==> config.mk <==
export PLATFORM = sky130hd
export DESIGN_NAME = mem_port_arbiter
export DESIGN_NICKNAME = d
export VERILOG_FILES = /design/src/rtl/mips_arb_pkg.sv /design/src/rtl/mux2_w.sv /design/src/rtl/mem_port_arbiter.sv
export SDC_FILE = /design/constraint.sdc
export NUM_CORES = 1
export LEC_CHECK = 0
export CORE_AREA = 5 5 101 103
export DETAILED_ROUTE_END_ITERATION = 6
export DIE_AREA = 0 0 106 108
export MAX_ROUTING_LAYER = met4
export PLACE_DENSITY = 0.77
export SLEW_MARGIN = 30
export SYNTH_ARGS = -nofsm -noshare
export SYNTH_HDL_FRONTEND = slang
export SYNTH_SLANG_ARGS = --single-unit
==> constraint.sdc <==
create_clock -name clk -period 3.95 [get_ports clk]
set_clock_uncertainty 0.05 [all_clocks]
set_input_delay 0.79 -clock clk [delete_from_list [all_inputs] [get_ports clk]]
set_output_delay 0.79 -clock clk [all_outputs]
set_load 0.05 [all_outputs]
==> src/rtl/mips_arb_pkg.sv <==
// Shared types and default widths for the memory port arbiter.
// Holds the arbiter state encoding and the default AW/DW constants.
package mips_arb_pkg;

  localparam int DEF_AW = 32;
  localparam int DEF_DW = 32;

  typedef enum logic [1:0] {
    IDLE   = 2'd0,
    GRANT0 = 2'd1,
    GRANT1 = 2'd2
  } arb_state_t;

endpackage

==> src/rtl/mux2_w.sv <==
// Width-parameterised 2:1 mux; purely combinational, zero latency.
// No flow control: the output follows i_sel and the selected input.
module mux2_w #(
  parameter int DW = 32
) (
  input  logic          i_sel,
  input  logic [DW-1:0] i_a,
  input  logic [DW-1:0] i_b,
  output logic [DW-1:0] o_y
);

  assign o_y = i_sel ? i_b : i_a;

endmodule

==> src/rtl/mem_port_arbiter.sv <==
// Two-requester single memory port arbiter: grant one cycle after req, done one cycle after mem_ready.
// Holds the grant while mem_ready is low; ARB_ROUND_ROBIN_EN selects round-robin over fixed priority.
module mem_port_arbiter
  import mips_arb_pkg::*;
#(
  parameter int AW = DEF_AW,
  parameter int DW = DEF_DW
) (
  input  logic          clk,
  input  logic          rst_n,
  input  logic          req0,
  input  logic          req1,
  input  logic [AW-1:0] addr0,
  input  logic [AW-1:0] addr1,
  input  logic [DW-1:0] wdata0,
  input  logic [DW-1:0] wdata1,
  input  logic          we0,
  input  logic          we1,
  input  logic          mem_ready,
  input  logic [DW-1:0] mem_rdata,
  output logic          gnt0,
  output logic          gnt1,
  output logic          done0,
  output logic          done1,
  output logic [DW-1:0] rdata,
  output logic [AW-1:0] mem_addr,
  output logic [DW-1:0] mem_wdata,
  output logic          mem_we,
  output logic          mem_valid,
  output logic          sel
);

  arb_state_t    r_state;
  logic          r_gnt0;
  logic          r_gnt1;
  logic          r_done0;
  logic          r_done1;
  logic          r_valid;
  logic          r_sel;
  logic [DW-1:0] r_rdata;
  logic          w_win;

`ifdef ARB_ROUND_ROBIN_EN
  logic r_last;
  logic w_tie;

  // On a tie the requester not granted last wins; r_last resets to 1 so 0 wins first.
  assign w_tie = req0 & req1;
  assign w_win = w_tie ? ~r_last : req1;
`else
  assign w_win = ~req0;
`endif

  always_ff @(posedge clk or negedge rst_n) begin
    if (!rst_n) begin
      r_state <= IDLE;
      r_gnt0  <= 1'b0;
      r_gnt1  <= 1'b0;
      r_done0 <= 1'b0;
      r_done1 <= 1'b0;
      r_valid <= 1'b0;
      r_sel   <= 1'b0;
      r_rdata <= '0;
`ifdef ARB_ROUND_ROBIN_EN
      r_last  <= 1'b1;
`endif
    end else begin
      r_done0 <= 1'b0;
      r_done1 <= 1'b0;
      case (r_state)
        IDLE: begin
          if (req0 | req1) begin
            r_state <= w_win ? GRANT1 : GRANT0;
            r_gnt0  <= ~w_win;
            r_gnt1  <= w_win;
            r_valid <= 1'b1;
            r_sel   <= w_win;
`ifdef ARB_ROUND_ROBIN_EN
            r_last  <= w_win;
`endif
          end
        end
        GRANT0, GRANT1: begin
          // Grant is held until memory completes, even if req drops.
          if (mem_ready) begin
            r_state <= IDLE;
            r_done0 <= (r_state == GRANT0);
            r_done1 <= (r_state == GRANT1);
            r_rdata <= mem_rdata;
            r_gnt0  <= 1'b0;
            r_gnt1  <= 1'b0;
            r_valid <= 1'b0;
            r_sel   <= 1'b0;
          end
        end
        default: begin
          r_state <= IDLE;
          r_gnt0  <= 1'b0;
          r_gnt1  <= 1'b0;
          r_valid <= 1'b0;
          r_sel   <= 1'b0;
        end
      endcase
    end
  end

  mux2_w #(.DW(AW)) u_addr_mux (
    .i_sel (r_sel),
    .i_a   (addr0),
    .i_b   (addr1),
    .o_y   (mem_addr)
  );

  mux2_w #(.DW(DW)) u_wdata_mux (
    .i_sel (r_sel),
    .i_a   (wdata0),
    .i_b   (wdata1),
    .o_y   (mem_wdata)
  );

  assign mem_we    = r_valid & (r_sel ? we1 : we0);
  assign gnt0      = r_gnt0;
  assign gnt1      = r_gnt1;
  assign done0     = r_done0;
  assign done1     = r_done1;
  assign rdata     = r_rdata;
  assign mem_valid = r_valid;
  assign sel       = r_sel;

endmodule

# Yosys cells after proc, flatten, opt, wreduce, memory -nomap -nowiden
# Index checks and enable logic that the tools add are counted.
dict set report classes {
  shift 0
  mul 0
  order_cmp 0
  n_addsub 0
  n_div 0
  n_eq_ne 4
  bitwise 3
  mux 18
  reduce_logical 4
}
# operator count
set ops {}
lappend ops {{$mux W32} 2}
lappend ops {{$mux W1} 9}
lappend ops {{$mux W2} 3}
lappend ops {{$pmux W1 S2} 3}
lappend ops {{$ne A2 B2 Y1 const B} 2}
lappend ops {{$pmux W2 S2} 1}
lappend ops {{$reduce_and A2 Y1} 2}
lappend ops {{$eq A2 B1 Y1 const B} 1}
lappend ops {{$eq A2 B2 Y1 const B} 1}
lappend ops {{$logic_not A2 Y1} 1}
lappend ops {{$reduce_or A2 Y1} 1}
lappend ops {{$and A1 B1 Y1} 1}
lappend ops {{$not A1 Y1} 1}
lappend ops {{$or A1 B1 Y1} 1}
dict set report totals {
  mem_count 0
  reg_bits 39
  latchBits 0
  in_bits 167
  ramBits 0
  rom_bits 0
  output_inout_bits 103
  word_cells 36
}

# Logic depth before layout (Yosys ltp)
# Gate-level depths: netlist of run 1.
dict set report logic_depth {
  depth_word 4
  depth_mapped 7
  depth_no_buf 5
}

# Hierarchy
# From an unflattened synthesis of run 1, not the netlist that was laid out.
dict set report unflattened {
  cells_unflattened 166
  area_unflattened_um2 2565.0
}
# mod seq_area_each_um2 n_inst cells_per_inst area_each_um2
set by_module_without_submodules {}
lappend by_module_without_submodules {mem_port_arbiter 925.9 1 94 1476.4}
lappend by_module_without_submodules {mux2_w 0.0 2 36 544.3}

# Worst setup path after synthesis of run 1
# OpenSTA, ideal clock, no wires.
dict set report synth_path {
  kind {register to output}
  startpoint {register r_sel (netlist: sel)}
  endpoint {output mem_we}
  setup_slack_ns 1.375
  arrival_time_ns 1.735
  path_stages_with_launch 4
  path_buffers 1
  path_cell_list {dfrtp_1 > buf_4 > mux2i_1 > nor2b_1}
}
dict set report synth_between {
  elab_chain_len 2
}
# element line_no
set synth_rtl {}
lappend synth_rtl {{from (decl)} mem_port_arbiter.sv:39} ;# logic r_sel;
lappend synth_rtl {{from (signal assigned)} mem_port_arbiter.sv:77} ;# r_sel <= w_win;
lappend synth_rtl {{$mux W1} mem_port_arbiter.sv:121} ;# assign mem_we = r_valid & (r_sel ? we1 : we0);
lappend synth_rtl {{$and A1 B1 Y1} mem_port_arbiter.sv:121}
lappend synth_rtl {{to (decl)} mem_port_arbiter.sv:28} ;# output logic mem_we,
# Every way passes these cells.

# Worst setup path in the final report of run 1
dict set report layout_path {
  startpoint {register r_sel (netlist: sel)}
  endpoint {output mem_addr[0]}
}
dict set report layout_between {
  elab_chain_len 1
}
# element line_no
set layout_rtl {}
lappend layout_rtl {{$mux W32} mux2_w.sv:12} ;# assign o_y = i_sel ? i_b : i_a;
lappend layout_rtl {{to (decl)} mem_port_arbiter.sv:26} ;# output logic [AW-1:0] mem_addr,
# Every way passes these cells.

==> run summary, run 1 <==
Power Dens Cells = 740 nW/µm²
Hold_buf cts = 0
Reg-to-reg endpoint = rdata[11]$_DFFE_PN0P_
Seq/Total Area, Yosys = 39.0%
Routed len/inst = 19.4 µm
Avg Cell Area, Syn = 14.5 µm²
Commonest non-fill, non-tap cell in the layout = clkdlybuf4s50_1
Endpoints failing setup = 0
Chip height = 108 µm
Final instance area = 5230 µm²
CP max FO = 34
Status = completed
Final hold violations = 0
Sink Count = 37
Syn Nets = 335
Remaining Overflow, GRT = 0
Final ANT Viol Nets = 0
Root Buffer = clkbuf_8
First-pass GRT wire length = 14.8 mm
Max capacitance violation total = 0
Post-CTS Setup Bufs = 0
Max-slew violations = 0
First-pass DRT Iterations = 3
Crit path to = mem_addr[0]
Post-Layout Cell Count = 544
WP data required = 3110 ps
FILL cells = 787
Most frequent cells in the layout = clkdlybuf4s50_1 (268), mux2_2 (36), dfrtp_1 (36)
Hold Crit Class = flop to flop
Critical path class = flop to output port
Minimum clock period = 3410 ps
Placed Area = 5140 µm²
Setup TNS = 0 ps
P&R area growth vs syn = 121%
Site Rows = 35
Seq. cell area = 927 µm²
Crit Reg-Reg Startpoint = sel$_DFFE_PN0P_
R2R depth = 4
Tcrit/Tclk final = 86.2%
RSZ-0062 raised after global routing = no
Area of the multi-input gates = 1350 µm²
Largest net degree at the start of global routing = 38
Slew headroom = 47.8%
Warnings from Yosys = 0
Initial drt markers = 54
Top cell type by total area after synthesis = dfrtp_1
Die ar. = 11400 µm²
Worst Slack Setup Final = 545 ps
CORE AREA = 9110 µm²
Post-CTS Resized = 0
Gp weighted congestion = 0.820
Reg2reg setup slack = 1480 ps
Hold slack = 455 ps
CTS buffer count = 5
Drt total wl = 10.6 mm
Via-to-Cell Ratio = 4.38
Synth Cell Area = 2370 µm²
Nets@finish = 603
ANT cells = 0
CP Launch Point = sel$_DFFE_PN0P_
Arrival @ worst endpoint = 2570 ps
Worst-Skew Late Latency = 280 ps
Routed vias = 2383
CTS tree = built
Overall routing resource usage = 17.4%
Synth top area cells = dfrtp_1 (39%), mux2_4 (19%), mux2_2 (17%)
Worst slack, placed = 714 ps
H-Tree Depth = 2
Worst vdd ir = 0.467 mV
Remaining DRCs = 0
Worst-Margin Slew = 783 ps
LEAKAGE = 2.15 nW
Vias in the first global route = 2542
DP HPWL = 9.11 mm
Clock Pin Slew Worst Setup and Hold Paths = 80 ps
Post-synthesis cell count = 164
Synth top area share = 39.0%
Longest Clk Path Bufs = 2
Die X = 106 µm
Port bufs = 269
Synth Register Bits = 37
Layout cells sized above 1 = 18.7%
Initial antenna violation count = 0
Initial Util = 26.1%
Post-Place Cells = 536
Fmax = 294 MHz
Distinct cells, synth = 20
Num ports = 270
Startpoint Class = flop
Crit path capture type = output port
how the worst min path moves through the flow:
| stage | start | slack (ps) | end | cells after the start |
|---|---|---|---|---|
| 2_1_floorplan | rst_n | 440 | done0$_DFF_PN0_ | 0 |
| 3_3_place_gp | rdata[10]$_DFFE_PN0P_ | 430 | rdata[10]$_DFFE_PN0P_ | 1 |
| 3_5_place_dp | rdata[10]$_DFFE_PN0P_ | 440 | rdata[10]$_DFFE_PN0P_ | 1 |
| 4_1_cts | rdata[10]$_DFFE_PN0P_ | 460 | rdata[10]$_DFFE_PN0P_ | 1 |
| 5_1_grt | rdata[23]$_DFFE_PN0P_ | 470 | rdata[23]$_DFFE_PN0P_ | 1 |
| 6_report | rdata[10]$_DFFE_PN0P_ | 460 | rdata[10]$_DFFE_PN0P_ | 1 |
cell usage after synthesis:
cell type	number
a32o_1	1
and2_1	1
and3_1	1
buf_2	3
buf_4	2
buf_6	6
dfrtp_1	37
ha_1	4
inv_1	2
mux2_1	31
mux2_2	36
mux2_4	30
mux2i_1	1
nand2_2	1
nand2b_1	2
nand3_1	1
nor2b_1	2
o211ai_1	1
o21ai_1	1
or2_2	1
layer usage:
layer	track usage [%]	up-vias	share of wire (%)
met4	3.42	0	1.2
met2	31.7	121	53
li1	-	1127	-
met3	6.21	10	9.0
met5	-	-	0
met1	18.3	1125	36
through the flow:
step                total power, mW  utilization [%]
floorplan                      2.67                -
global placement               3.61             56.4
detailed placement             3.63             56.4
CTS                            3.92             57.4
global route                   4.03             57.5
finish                         3.88             57.5
cells by family after synthesis:
logic type               count (synthesis)  share of synthesized area, %
AO/OA/AOI/OAI                            3                         0.949
buffers and inverters                   13                          4.43
adder cells (fa/ha/maj)                  4                          2.11
multiplexers                            98                          51.2
flip-flops                              37                          39.0
AND/OR/NAND/NOR                          9                          2.32
layout make-up:
cell class | instances | share of cell area, %
clock buffer | 5 | 1.31
clock inverter | 3 | 0.406
inverter | 2 | 0.143
multi-input combinational | 114 | 25.7
sequential | 37 | 17.7
tap | 111 | 2.65
timing repair buffer | 272 | 52.0
worst max-delay path, cell delays in order, from the launching register on:
cell and delay, ps:
dfrtp_2 880, buf_4 290, mux2_2 390, clkdlybuf4s50_1 720
registers in the layout (all words and copies together), names as in the netlist:
signal     count
done0          1
r_state        1
sel            1
mem_valid      1
done1          1
rdata         32
report_power, final:
group	total, mW	leakage (nW)	switching (mW)	internal (mW)
Clock	0.267	0.0445	0.141	0.125
Sequential	0.723	0.439	0.154	0.569
Combinational	2.89	1.67	1.68	1.20
Total	3.88	2.15	1.98	1.90
Note: power is estimated with default switching activity, not from simulation.
==> run 2, diff against run 1 <==
==> constraint.sdc (replaced) <==
create_clock -name clk -period 3.24 [get_ports clk]
set_clock_uncertainty 0.05 [all_clocks]
set_input_delay 0.648 -clock clk [delete_from_list [all_inputs] [get_ports clk]]
set_output_delay 0.648 -clock clk [all_outputs]
set_load 0.05 [all_outputs]
==> run 2 against run 1 <==
- highest routed layer unchanged
- cell count up 0.18%
- hold slack worse by 53 ps
- combinational power up 23%
- critical endpoint is now mem_addr[7]
- via count down 1.3%
- critical path type unchanged
- register-to-register slack worse by 630 ps
==> run summary, run 2 (synthesis gave the netlist of run 1 again) <==
Status = completed
LEAKAGE = 2.17 nW (+0.83%)
Clock Pin Slew Worst Setup and Hold Paths = 80 ps (about the same)
Final hold violations = 0 (unchanged)
Worst-Skew Late Latency = 280 ps (about the same)
R2R depth = 5 (+1)
Endpoints failing setup = 0 (unchanged)
Commonest non-fill, non-tap cell in the layout = clkdlybuf4s50_1
CTS tree = built
Sink Count = 37 (unchanged)
Reg2reg setup slack = 850 ps (-630 ps)
Slew headroom = 46.2% (-1.6 points)
Crit Reg-Reg Startpoint = sel$_DFFE_PN0P_
Chip height = 108 µm (unchanged)
Die X = 106 µm (unchanged)
Remaining DRCs = 0 (unchanged)
First-pass DRT Iterations = 4 (+1)
Tcrit/Tclk final = 95.3%
Root Buffer = clkbuf_8
Crit path max-delay cell type = clkdlybuf4s50_1
Nets@finish = 604 (+0.17%)
Die ar. = 11400 µm² (unchanged)
Vias in the first global route = 2603 (+2.4%)
ANT cells = 0 (unchanged)
Largest register FFs = 32 (unchanged)
Buf/Inv on CP = 2 (unchanged)
RSZ-0062 raised after global routing = no
Final Power = 4.81 mW (+24%)
WP data required = 2540 ps (-570 ps)
Via-to-Cell Ratio = 4.32 (-1.5%)
Hold Crit Class = primary input to asynchronous set/reset pin
Overall routing resource usage = 17.3% (-0.089 points)
Routed len/inst = 19.3 µm (-0.75%)
Crit path capture type = output port
Minimum clock period = 3090 ps
Worst Slack Setup Final = 152 ps (-393 ps)
Layout cells sized above 1 = 19.1% (+0.42 points)
Power Dens Cells = 913 nW/µm² (+23%)
CTS buffer count = 5 (unchanged)
Area of the multi-input gates = 1340 µm² (-0.37%)
Seq. cell area = 927 µm² (unchanged)
Max capacitance violation total = 0 (unchanged)
Critical-path cell list = buf_12 -> mux2_2 -> clkdlybuf4s50_1
CORE AREA = 9110 µm² (unchanged)
Post-CTS Resized = 0 (unchanged)
Largest net degree at the start of global routing = 38 (unchanged)
FILL cells = 766 (-2.7%)
Worst slack, placed = 394 ps (-320 ps)
Arrival @ worst endpoint = 2390 ps (-180 ps)
Worst vdd ir = 0.643 mV (+38%)
DP HPWL = 9.09 mm (-0.22%)
P&R area growth vs syn = 122%
Hold_buf cts = 0 (unchanged)
Max-slew violations = 0 (unchanged)
Drt total wl = 10.5 mm (-0.57%)
First-pass GRT wire length = 15.0 mm (+1.1%)
Initial Util = 26.1% (unchanged)
Gp weighted congestion = 0.798 (-2.7%)
Initial drt markers = 54 (unchanged)
Routed vias = 2352 (-1.3%)
Slowest Stage Delay on Critical Path = 720 ps (-160 ps)
Startpoint Class = flop
Longest Clk Path Bufs = 2 (unchanged)
Most frequent cells in the layout = clkdlybuf4s50_1 (266), mux2_2 (36), dfrtp_1 (36)
Post-CTS Setup Bufs = 0 (unchanged)
CP max FO = 33 (-2.9%)
Setup TNS = 0 ps (unchanged)
Worst-Margin Slew = 807 ps (+23.6 ps)
Final ANT Viol Nets = 0 (unchanged)
Reg-to-reg endpoint = rdata[14]$_DFFE_PN0P_
Num ports = 270 (unchanged)
Fmax = 324 MHz
Port bufs = 269 (unchanged)
Remaining Overflow, GRT = 0 (unchanged)
Site Rows = 35 (unchanged)
Initial antenna violation count = 0 (unchanged)
Critical path class = flop to output port
H-Tree Depth = 2 (unchanged)
Delay-heaviest family, CP = buffers and inverters
run 2: worst max path at each step:
stage               slack (ps)       startpoint            end  cells after the start
floorplan                  810  sel$_DFFE_PN0P_         mem_we                      3
global placement           390       wdata1[15]  mem_wdata[15]                      3
detailed placement         390       wdata1[15]  mem_wdata[15]                      3
CTS                        130  sel$_DFFE_PN0P_    mem_addr[6]                      3
global route                80  sel$_DFFE_PN0P_    mem_addr[3]                      3
finish                     150  sel$_DFFE_PN0P_    mem_addr[7]                      3
run 2: through the flow:
stage | std cells | instance area, µm² | hold slack [ps] | util, %
floorplan | 164 | 2370 | 302 | -
global placement | 537 | 5150 | 426 | 56.6
detailed placement | 537 | 5150 | 440 | 56.6
global route | 545 | 5270 | 462 | 57.8
finish | 545 | 5270 | 403 | 57.8
CTS | 545 | 5270 | 417 | 57.8
run 2: report_power, final:
group / switching, mW / total, mW / internal, mW
clock network: 0.164 / 0.395 / 0.231
registers: 0.170 / 0.864 / 0.694
logic: 2.07 / 3.55 / 1.48
run 2: routing by layer:
layer	vias up	track usage, %	routed length (µm)
met1	1101	18.6	3880
met2	119	31.8	5670
met4	0	1.67	17
met3	2	6.33	942
met5	-	-	0
li1	1130	-	-
run 2: layout make-up:
| class | instances | area share (%) |
|---|---|---|
| Timing Repair Buffer | 273 | 52.0 |
| Multi-Input combinational cell | 114 | 25.5 |
| Sequential cell | 37 | 17.6 |
| Tap cell | 111 | 2.64 |
| Clock buffer | 6 | 1.38 |
| Clock inverter | 2 | 0.737 |
| Inverter | 2 | 0.143 |
==> run 3, diff against run 2 <==
--- a/config.mk
+++ b/config.mk
@@ -10,6 +10,7 @@
 export DIE_AREA = 0 0 106 108
 export MAX_ROUTING_LAYER = met4
 export PLACE_DENSITY = 0.77
+export RECOVER_POWER = 100
 export SLEW_MARGIN = 30
 export SYNTH_ARGS = -nofsm -noshare
 export SYNTH_HDL_FRONTEND = slang
==> run 3 against run 2 <==
- count of clock-buffer cells in the layout unchanged
- cell count unchanged
- largest power group unchanged
- largest cell class unchanged
- highest routed layer unchanged
- critical path depth unchanged
- clock power about the same
- sequential power decreased by 2%
- total power decreased by 8.4%
- worst setup slack got worse by 29 ps
- the flow now finishes with violations (max-capacitance violations, max-slew violations)
- via count increased by 0.13%
==> run summary, run 3 (synthesis gave the netlist of run 1 again) <==
Power Dens Cells = 856 nW/µm² (-6.2%)
Endpoints failing setup = 0 (unchanged)
Die ar. = 11400 µm² (unchanged)
Worst-Margin Slew = 1890 ps (+1080 ps)
First-pass DRT Iterations = 4 (unchanged)
Root Buffer = clkbuf_8
Vias in the first global route = 2603 (unchanged)
Fmax = 321 MHz (-0.94%)
Largest register FFs = 32 (unchanged)
Status = finished, violations left
Post-CTS Resized = 0 (unchanged)
Initial drt markers = 63 (+17%)
Site Rows = 35 (unchanged)
Routed len/inst = 19.2 µm (-0.57%)
Nets@finish = 604 (unchanged)
ANT cells = 0 (unchanged)
Die X = 106 µm (unchanged)
Failing checks = max-capacitance violations, max-slew violations
Initial antenna violation count = 0 (unchanged)
CORE AREA = 9110 µm² (unchanged)
Critical path class = flop to output port
Reg-to-reg endpoint = rdata[19]$_DFFE_PN0P_
Placed Area = 5150 µm² (unchanged)
Final hold violations = 0 (unchanged)
Reg2reg setup slack = 430 ps (-420 ps)
Final core utilization = 56.4% (-1.4 points)
Post-CTS Setup Bufs = 0 (unchanged)
Worst-Skew Late Latency = 270 ps (about the same)
Max capacitance violation total = 1 (+1)
R2R depth = 5 (unchanged)
Drt total wl = 10.4 mm (-0.57%)
Largest net degree at the start of global routing = 38 (unchanged)
Chip height = 108 µm (unchanged)
Commonest non-fill, non-tap cell in the layout = clkdlybuf4s50_1
Sink Count = 37 (unchanged)
LEAKAGE = 2.06 nW (-4.9%)
Crit path capture type = output port
DP HPWL = 9.09 mm (unchanged)
RSZ-0062 raised after global routing = no
Max-slew violations = 38 (+38)
First-pass GRT wire length = 15.0 mm (unchanged)
Via-to-Cell Ratio = 4.32 (+0.13%)
Minimum clock period = 3120 ps (+29.5 ps)
Crit Reg-Reg Startpoint = sel$_DFFE_PN0P_
Port bufs = 269 (unchanged)
Slowest Stage Delay on Critical Path = 770 ps (+50 ps)
Worst vdd ir = 0.605 mV (-6.0%)
Overall routing resource usage = 17.3% (unchanged)
Routed vias = 2355 (+0.13%)
WP data required = 2540 ps (about the same)
CP max FO = 33 (unchanged)
H-Tree Depth = 2 (unchanged)
Hold_buf cts = 0 (unchanged)
Setup TNS = 0 ps (unchanged)
Final ANT Viol Nets = 0 (unchanged)
Most frequent cells in the layout = clkdlybuf4s50_1 (171), dlygate4sd3_1 (95), mux2_1 (62)
Layout cells sized above 1 = 11.5% (-7.6 points)
Remaining DRCs = 0 (unchanged)
CTS tree = built
P&R area growth vs syn = 117%
Critical-path cell list = buf_12 -> mux2_2 -> dlygate4sd3_1
Startpoint Class = flop
Crit path max-delay cell type = dlygate4sd3_1
CP Launch Point = sel$_DFFE_PN0P_
Remaining Overflow, GRT = 0 (unchanged)
Clock Pin Slew Worst Setup and Hold Paths = 70 ps (about the same)
Hold Crit Class = flop to flop
Gp weighted congestion = 0.798 (unchanged)
Longest Clk Path Bufs = 2 (unchanged)
Arrival @ worst endpoint = 2420 ps (+30 ps)
Num ports = 270 (unchanged)
Slew headroom = -25.8% (-72 points)
Final instance area = 5140 µm² (-2.4%)
Crit path to = mem_wdata[23]
Initial Util = 26.1% (unchanged)
CTS buffer count = 5 (unchanged)
Tcrit/Tclk final = 96.2% (+0.91 points)
run 3: how the worst min path moves through the flow:
stage	start	end	slack (ps)	cells past startpoint
after floorplan	rst_n	done0$_DFF_PN0_	300	0
after global placement	rdata[10]$_DFFE_PN0P_	rdata[10]$_DFFE_PN0P_	430	1
after detailed placement	rdata[10]$_DFFE_PN0P_	rdata[10]$_DFFE_PN0P_	440	1
after CTS	rst_n	rdata[0]$_DFFE_PN0P_	420	1
after global routing	rdata[26]$_DFFE_PN0P_	rdata[26]$_DFFE_PN0P_	460	1
final	rdata[1]$_DFFE_PN0P_	rdata[1]$_DFFE_PN0P_	440	1
run 3: metrics by stage:
stage / hold WS [ps] / power [mW] / worst slack (ps) / std cells
final: 439 / 4.40 / 122 / 545
after detailed placement: 440 / 4.43 / 394 / 537
after global routing: 462 / 4.61 / 45.8 / 545
after global placement: 426 / 4.40 / 394 / 537
after floorplan: 302 / 3.25 / 807 / 164
after CTS: 417 / 4.85 / 129 / 545
run 3: power by group:
group          switching, mW  internal [mW]  leakage [nW]
clock network          0.162          0.231        0.0554
registers              0.154          0.693         0.439
logic                   2.04           1.13          1.57
run 3: critical path: cells and delay by family (launching register included):
| family | cells | cell delay, ps |
|---|---|---|
| multiplexers | 1 | 360 |
| buffers and inverters | 2 | 1050 |
| flip-flops | 1 | 710 |
run 3: final cells by class:
type                    count  area, µm²
clock buffers               6       72.6
clock inverters             2       38.8
fillers                   794       3970
inverters                   2       7.51
multi-input cells         114       1230
flip-flops and latches     37        927
well taps                 111        139
repair buffers            273       2720
run 3: routing by layer:
layer	wire (µm)	track usage, %	vias to the layer above	share of wire, %
met5	0	-	-	0
met4	27	1.67	0	0.26
met3	932	6.33	4	8.9
met2	5660	31.8	119	54
met1	3820	18.6	1098	37
li1	-	-	1134	-
